### src/rtl/key_xd.sv
// -----------------------------------------------------------------------------
// key_xd : push-button debouncer for a single active-low mechanical key.
//
// The raw pad goes through a two-flop synchroniser. The FSM only looks at the
// second flop. A press is accepted after the synchronised key has read 0 for
// a full stability window. A release is accepted after the same window of
// stable 1 samples, and it re-arms the next press. Each accepted press gives
// a key_ok pulse that is one clock wide.
//
// Optional feature macro: KEY_XD_RELEASE_EN
//   defined   : key_rel port exists and pulses once per accepted release.
//   undefined : key_rel port is absent and an accepted release is silent.
//
// Parameters
//   CNT_MAX  stability window in clk cycles (legal >= 2)
//   CNT_W    counter width, 2**CNT_W > CNT_MAX
//
// Ports
//   clk      in   system clock, every register uses the rising edge
//   rst_n    in   synchronous reset, active HIGH (1 = reset); the name is
//                 kept as the existing codebase uses it
//   key      in   raw asynchronous key pad, 0 = pressed
//   key_ok   out  registered one-cycle pulse per debounced press
//   key_rel  out  registered one-cycle pulse per debounced release
//                 (only when KEY_XD_RELEASE_EN is defined)
// -----------------------------------------------------------------------------
module key_xd #(
    parameter int CNT_MAX = 1_000_000,
    parameter int CNT_W   = 20
) (
    input  logic clk,
    input  logic rst_n,
    input  logic key,
    output logic key_ok
`ifdef KEY_XD_RELEASE_EN
   ,output logic key_rel
`endif
);

    // state   | meaning
    // IDLE    | key released and stable, waiting for a 0 sample
    // FILT_DN | key reads 0, counting the stable samples of the press window
    // PRESSED | press accepted, waiting for a 1 sample
    // FILT_UP | key reads 1, counting the stable samples of the release window
    typedef enum logic [1:0] {
        IDLE    = 2'd0,
        FILT_DN = 2'd1,
        PRESSED = 2'd2,
        FILT_UP = 2'd3
    } state_t;

    localparam logic [CNT_W-1:0] CNT_LAST = CNT_W'(CNT_MAX - 1);

    state_t           state_q;
    logic             sync1_q;
    logic             sync2_q;
    logic [CNT_W-1:0] cnt_q;
    logic             ok_q;
`ifdef KEY_XD_RELEASE_EN
    logic             rel_q;
`endif

    logic cnt_done;
    assign cnt_done = (cnt_q == CNT_LAST);

    always_ff @(posedge clk) begin
        if (rst_n) begin
            // Sync flops preset to "released" so that leaving reset does not
            // look like a press edge.
            sync1_q <= 1'b1;
            sync2_q <= 1'b1;
            state_q <= IDLE;
            cnt_q   <= '0;
            ok_q    <= 1'b0;
`ifdef KEY_XD_RELEASE_EN
            rel_q   <= 1'b0;
`endif
        end else begin
            sync1_q <= key;
            sync2_q <= sync1_q;
            ok_q    <= 1'b0;
`ifdef KEY_XD_RELEASE_EN
            rel_q   <= 1'b0;
`endif
            case (state_q)
                IDLE: begin
                    if (!sync2_q) begin
                        state_q <= FILT_DN;
                        cnt_q   <= '0;
                    end
                end
                FILT_DN: begin
                    if (sync2_q) begin
                        state_q <= IDLE;
                        cnt_q   <= '0;
                    end else if (cnt_done) begin
                        state_q <= PRESSED;
                        cnt_q   <= '0;
                        ok_q    <= 1'b1;
                    end else begin
                        cnt_q <= cnt_q + CNT_W'(1);
                    end
                end
                PRESSED: begin
                    // A held key stays here. Only a release can re-arm key_ok.
                    if (sync2_q) begin
                        state_q <= FILT_UP;
                        cnt_q   <= '0;
                    end
                end
                FILT_UP: begin
                    if (!sync2_q) begin
                        state_q <= PRESSED;
                        cnt_q   <= '0;
                    end else if (cnt_done) begin
                        state_q <= IDLE;
                        cnt_q   <= '0;
`ifdef KEY_XD_RELEASE_EN
                        rel_q   <= 1'b1;
`endif
                    end else begin
                        cnt_q <= cnt_q + CNT_W'(1);
                    end
                end
                default: begin
                    state_q <= IDLE;
                    cnt_q   <= '0;
                end
            endcase
        end
    end

    assign key_ok  = ok_q;
`ifdef KEY_XD_RELEASE_EN
    assign key_rel = rel_q;
`endif

endmodule

### config.mk
export PLATFORM = sky130hd
export DESIGN_NAME = key_xd
export DESIGN_NICKNAME = d
export VERILOG_FILES = /design/src/rtl/key_xd.sv
export SDC_FILE = /design/constraint.sdc
export NUM_CORES = 1
export LEC_CHECK = 0
export ABC_AREA = 1
export CORE_MARGIN = 1
export CORE_UTILIZATION = 55
export DETAILED_ROUTE_END_ITERATION = 10
export PLACE_DENSITY = 0.81
export SKIP_CTS_REPAIR_TIMING = 1
export SYNTH_ARGS = -nofsm -noshare
export SYNTH_HDL_FRONTEND = slang
export SYNTH_SLANG_ARGS = --single-unit
### constraint.sdc
create_clock -name clk -period 2.07 [get_ports clk]
set_input_delay 0.414 -clock clk [delete_from_list [all_inputs] [get_ports clk]]
set_output_delay 0.414 -clock clk [all_outputs]
set_load 0.05 [all_outputs]
==> flow_summary_export.csv <==
group,metric,value,unit
synthesis,largest_family_of_logic_cells_by_synthesized_area,"simple AND/OR/NAND/NOR gates",
detailed_routing,vias,1370,
synthesis,ys.flop_type,"sky130_fd_sc_hd__dfxtp_1",
min_path,timing.hold.worst.class,"flip-flop to flip-flop",
global_routing,via_count_of_the_first_global_routing_pass,1137,
global_routing,grt_first_pass_wirelength,5050,um
clock_network,cts_buffers,3,
placed_design,gp_congestion,0.934,
setup_path,rr_startpoint,"cnt_q[0]",
sta,max_slew.worst_pin.slew,486,ps
synthesis,synthDistinctLibCells,27,
detailed_routing,wl,3030,um
global_routing,grt-ovfl-total,0,
synthesis,postSynthNetCount,232,
sta,finalCriticalPeriod,1870,ps
setup_path,worst-path-max-fanout,1,
sta,grt_setup_unrepaired,"no",
clock_network,worst_path_clk_slew,140,ps
cells_and_area,area_delta_synth_final,5.44,%
setup_path,crit_path_cell_trace,"clkdlybuf4s50_1",
setup_path,crit_type,"flip-flop to primary output",
placed_design,dp_hpwl,2230,um
floorplanning,die_area,2930,um^2
setup_path,timing.critical_path.slowest_cell_delay,790,ps
sta,setup_violations,0,
sta,clock-skew-final,1.11,ps
sta,final_min_period_over_clock_period,90.3,%
sta,finalSetupTns,0,ps
pwr,finalPower,0.814,mW
setup_path,timing.critical_path.slowest_stage_cell,"sky130_fd_sc_hd__clkdlybuf4s50_1",
pwr,pwr_density_cell,517,nW/um^2
synthesis,synth.area.mux_share,0,%
floorplanning,floorplan.die.width,54.1,um
synthesis,post_synth_most_frequent_cells,"sky130_fd_sc_hd__nand2_1 (69), sky130_fd_sc_hd__dfxtp_1 (25), sky130_fd_sc_hd__inv_1 (24), sky130_fd_sc_hd__nor2_1 (22), sky130_fd_sc_hd__nand3_1 (19)",
floorplanning,floorplan.initialDensity,59.2,%
floorplanning,core_ar,2520,um^2
synthesis,yosys.area_share.xor_xnor,1.76,%
synthesis,synth-adder-area-share,0.838,%
detailed_routing,wl_per_cell,11.6,um
setup_path,setup.worst_path.start_class,"flip-flop",
synthesis,synth-compound-area-share,12.2,%
job,cap_violations,0,
synthesis,synth.cell_area,1490,um^2
synthesis,post_synth_inst_count,228,
synthesis,synth-seq-area-share,33.5,%
sta,max_freq,535,MHz
sta,timing.final.hold_violations,0,
pwr,leakagePower,0.524,nW
detailed_routing,remaining_drc_errors,0,
global_routing,largest_net_degree_at_the_start_of_global_routing,20,
synthesis,yosys.area.top_type_share,33.5,%
cells_and_area,layout_cell_share_with_drive_strength_beyond_1,12.5,%
synthesis,avg_synthesized_cell_area,6.55,um^2
outcome,run_status,"finished clean",
clock_network,tritoncts,"done",
global_routing,grtUsageTotal,24.3,%
floorplanning,floorplan.rows,18,
detailed_routing,1st_iter_drt_viols,56,
placed_design,portBuffers,3,
detailed_routing,detail_route.vias_per_cell,5.23,
setup_path,timing.critical_path.from,"key_ok",
sta,finalMaxSlewViolations,0,
setup_path,crit_path_end_kind,"primary output",
floorplanning,die_h,54.1,um
synthesis,yosys.area.top_type,"sky130_fd_sc_hd__dfxtp_1",
setup_path,cp_data_required_time,1660,ps
setup_path,cpLargestDelayFamily,"buffers and inverters",
floorplanning,design.portCount,4,
detailed_routing,ant_nets,0,
cells_and_area,num-nets-final,237,
global_routing,grt_antenna_before_repair,0,
synthesis,synthesis.yosys.warnings,0,
pwr,ir_drop,0.354,mV
synthesis,synth_seq_cells,25,
min_path,min_from,"sync1_q",
synthesis,synthMostInstantiatedCell,"sky130_fd_sc_hd__nand2_1",
clock_network,cts.root.buffer_cell,"sky130_fd_sc_hd__clkbuf_4",
clock_network,clock_tree.htree_level_count,1,
detailed_routing,drtPass1Iterations,4,
synthesis,async_flop_share,0,%
cells_and_area,n_antenna_cell,0,
synthesis,synth_edf_count,0,
setup_path,path_buf_inv,1,
clock_network,clock_tree.buffer_depth,2,
sta,max-slew-margin-rel,67.5,%
clock_network,clkLatencyLatePin,330,ps
synthesis,synth.top_cells.by_area,"sky130_fd_sc_hd__dfxtp_1 (34%), sky130_fd_sc_hd__nand2_1 (17%), sky130_fd_sc_hd__nand3_1 (6.4%), sky130_fd_sc_hd__inv_1 (6.0%), sky130_fd_sc_hd__nor2_1 (5.5%)",
setup_path,crit_arrival,1450,ps
synthesis,synth_simple_gate_area_share,43.6,%
clock_network,clock_sink_count,25,
-- routing by layer --
metal / GRT usage, % / wire (um) / part of all wire, % / up-vias
li1: - / - / - / 738
met1: 34.0 / 1570 / 52 / 598
met2: 36.6 / 1280 / 42 / 27
met3: 3.39 / 107 / 3.5 / 7
met4: 10.7 / 74 / 2.4 / 0
met5: 0 / 0 / 0 / -
-- power by group --
group	total, mW	switching (mW)	leakage [nW]	internal (mW)
registers	0.495	0.00544	0.202	0.489
clock network	0.230	0.156	0.0139	0.0741
logic	0.0896	0.0669	0.308	0.0227
-- stage by stage --
step | std cells | area [um^2] | hold slack [ps] | setup slack, ps | utilization (%)
floorplan | 228 | 1490 | 389 | 587 | -
global route | 262 | 1580 | 459 | 135 | 62.5
detailed placement | 258 | 1550 | 400 | 464 | 61.3
global placement | 258 | 1550 | 394 | 478 | 61.3
CTS | 262 | 1580 | 433 | 184 | 62.5
finish | 262 | 1580 | 432 | 201 | 62.5
-- flip-flops by register name, indices dropped and copies added (netlist names), named ones only --
name and count:
key_ok 1, cnt_q 20, sync2_q 1, state_q 1
sync1_q 1
-- cell type report --
cell class | count | area (um^2)
sequential | 25 | 500
multi-input combinational | 173 | 872
fill | 250 | 947
clock buffer | 3 | 22.5
inverter | 26 | 97.6
tap | 30 | 37.5
timing repair buffer | 4 | 37.5
clock inverter | 1 | 7.51
-- layout by cell type, fill, tap and decap left out, types with 2 or more instances in the layout --
cell type	n
sky130_fd_sc_hd__nand2_1	69
sky130_fd_sc_hd__dfxtp_1	25
sky130_fd_sc_hd__inv_1	24
sky130_fd_sc_hd__nor2_1	22
sky130_fd_sc_hd__nand3_1	19
sky130_fd_sc_hd__a21oi_1	15
sky130_fd_sc_hd__o21ai_0	10
sky130_fd_sc_hd__nand4_1	6
sky130_fd_sc_hd__nor2_4	5
sky130_fd_sc_hd__nand3_2	4
sky130_fd_sc_hd__nand2_2	3
sky130_fd_sc_hd__nor2_2	3
sky130_fd_sc_hd__a21oi_2	3
sky130_fd_sc_hd__nor3_1	3
sky130_fd_sc_hd__clkbuf_4	3
sky130_fd_sc_hd__clkdlybuf4s50_1	3
sky130_fd_sc_hd__inv_2	2
sky130_fd_sc_hd__xor2_1	2
sky130_fd_sc_hd__or2_2	2
-- cell families after synthesis --
group / count (synthesis)
and+or+nand+nor: 138
AOI/OAI and AO/OA: 31
buffers and inverters: 30
DFF: 25
xor gates and xnor gates: 3
adders and majority gates: 1
-- worst paths after layout --
check | end | cells past startpoint | slack [ps]
worst max register to register | cnt_q[14] | 8 | 450
worst max-delay path | key_ok | 1 | 200
worst min register to register | sync2_q | 1 | 430
worst min-delay path | sync2_q | 1 | 430
No activity file was read; power rests on OpenSTA's default activity.
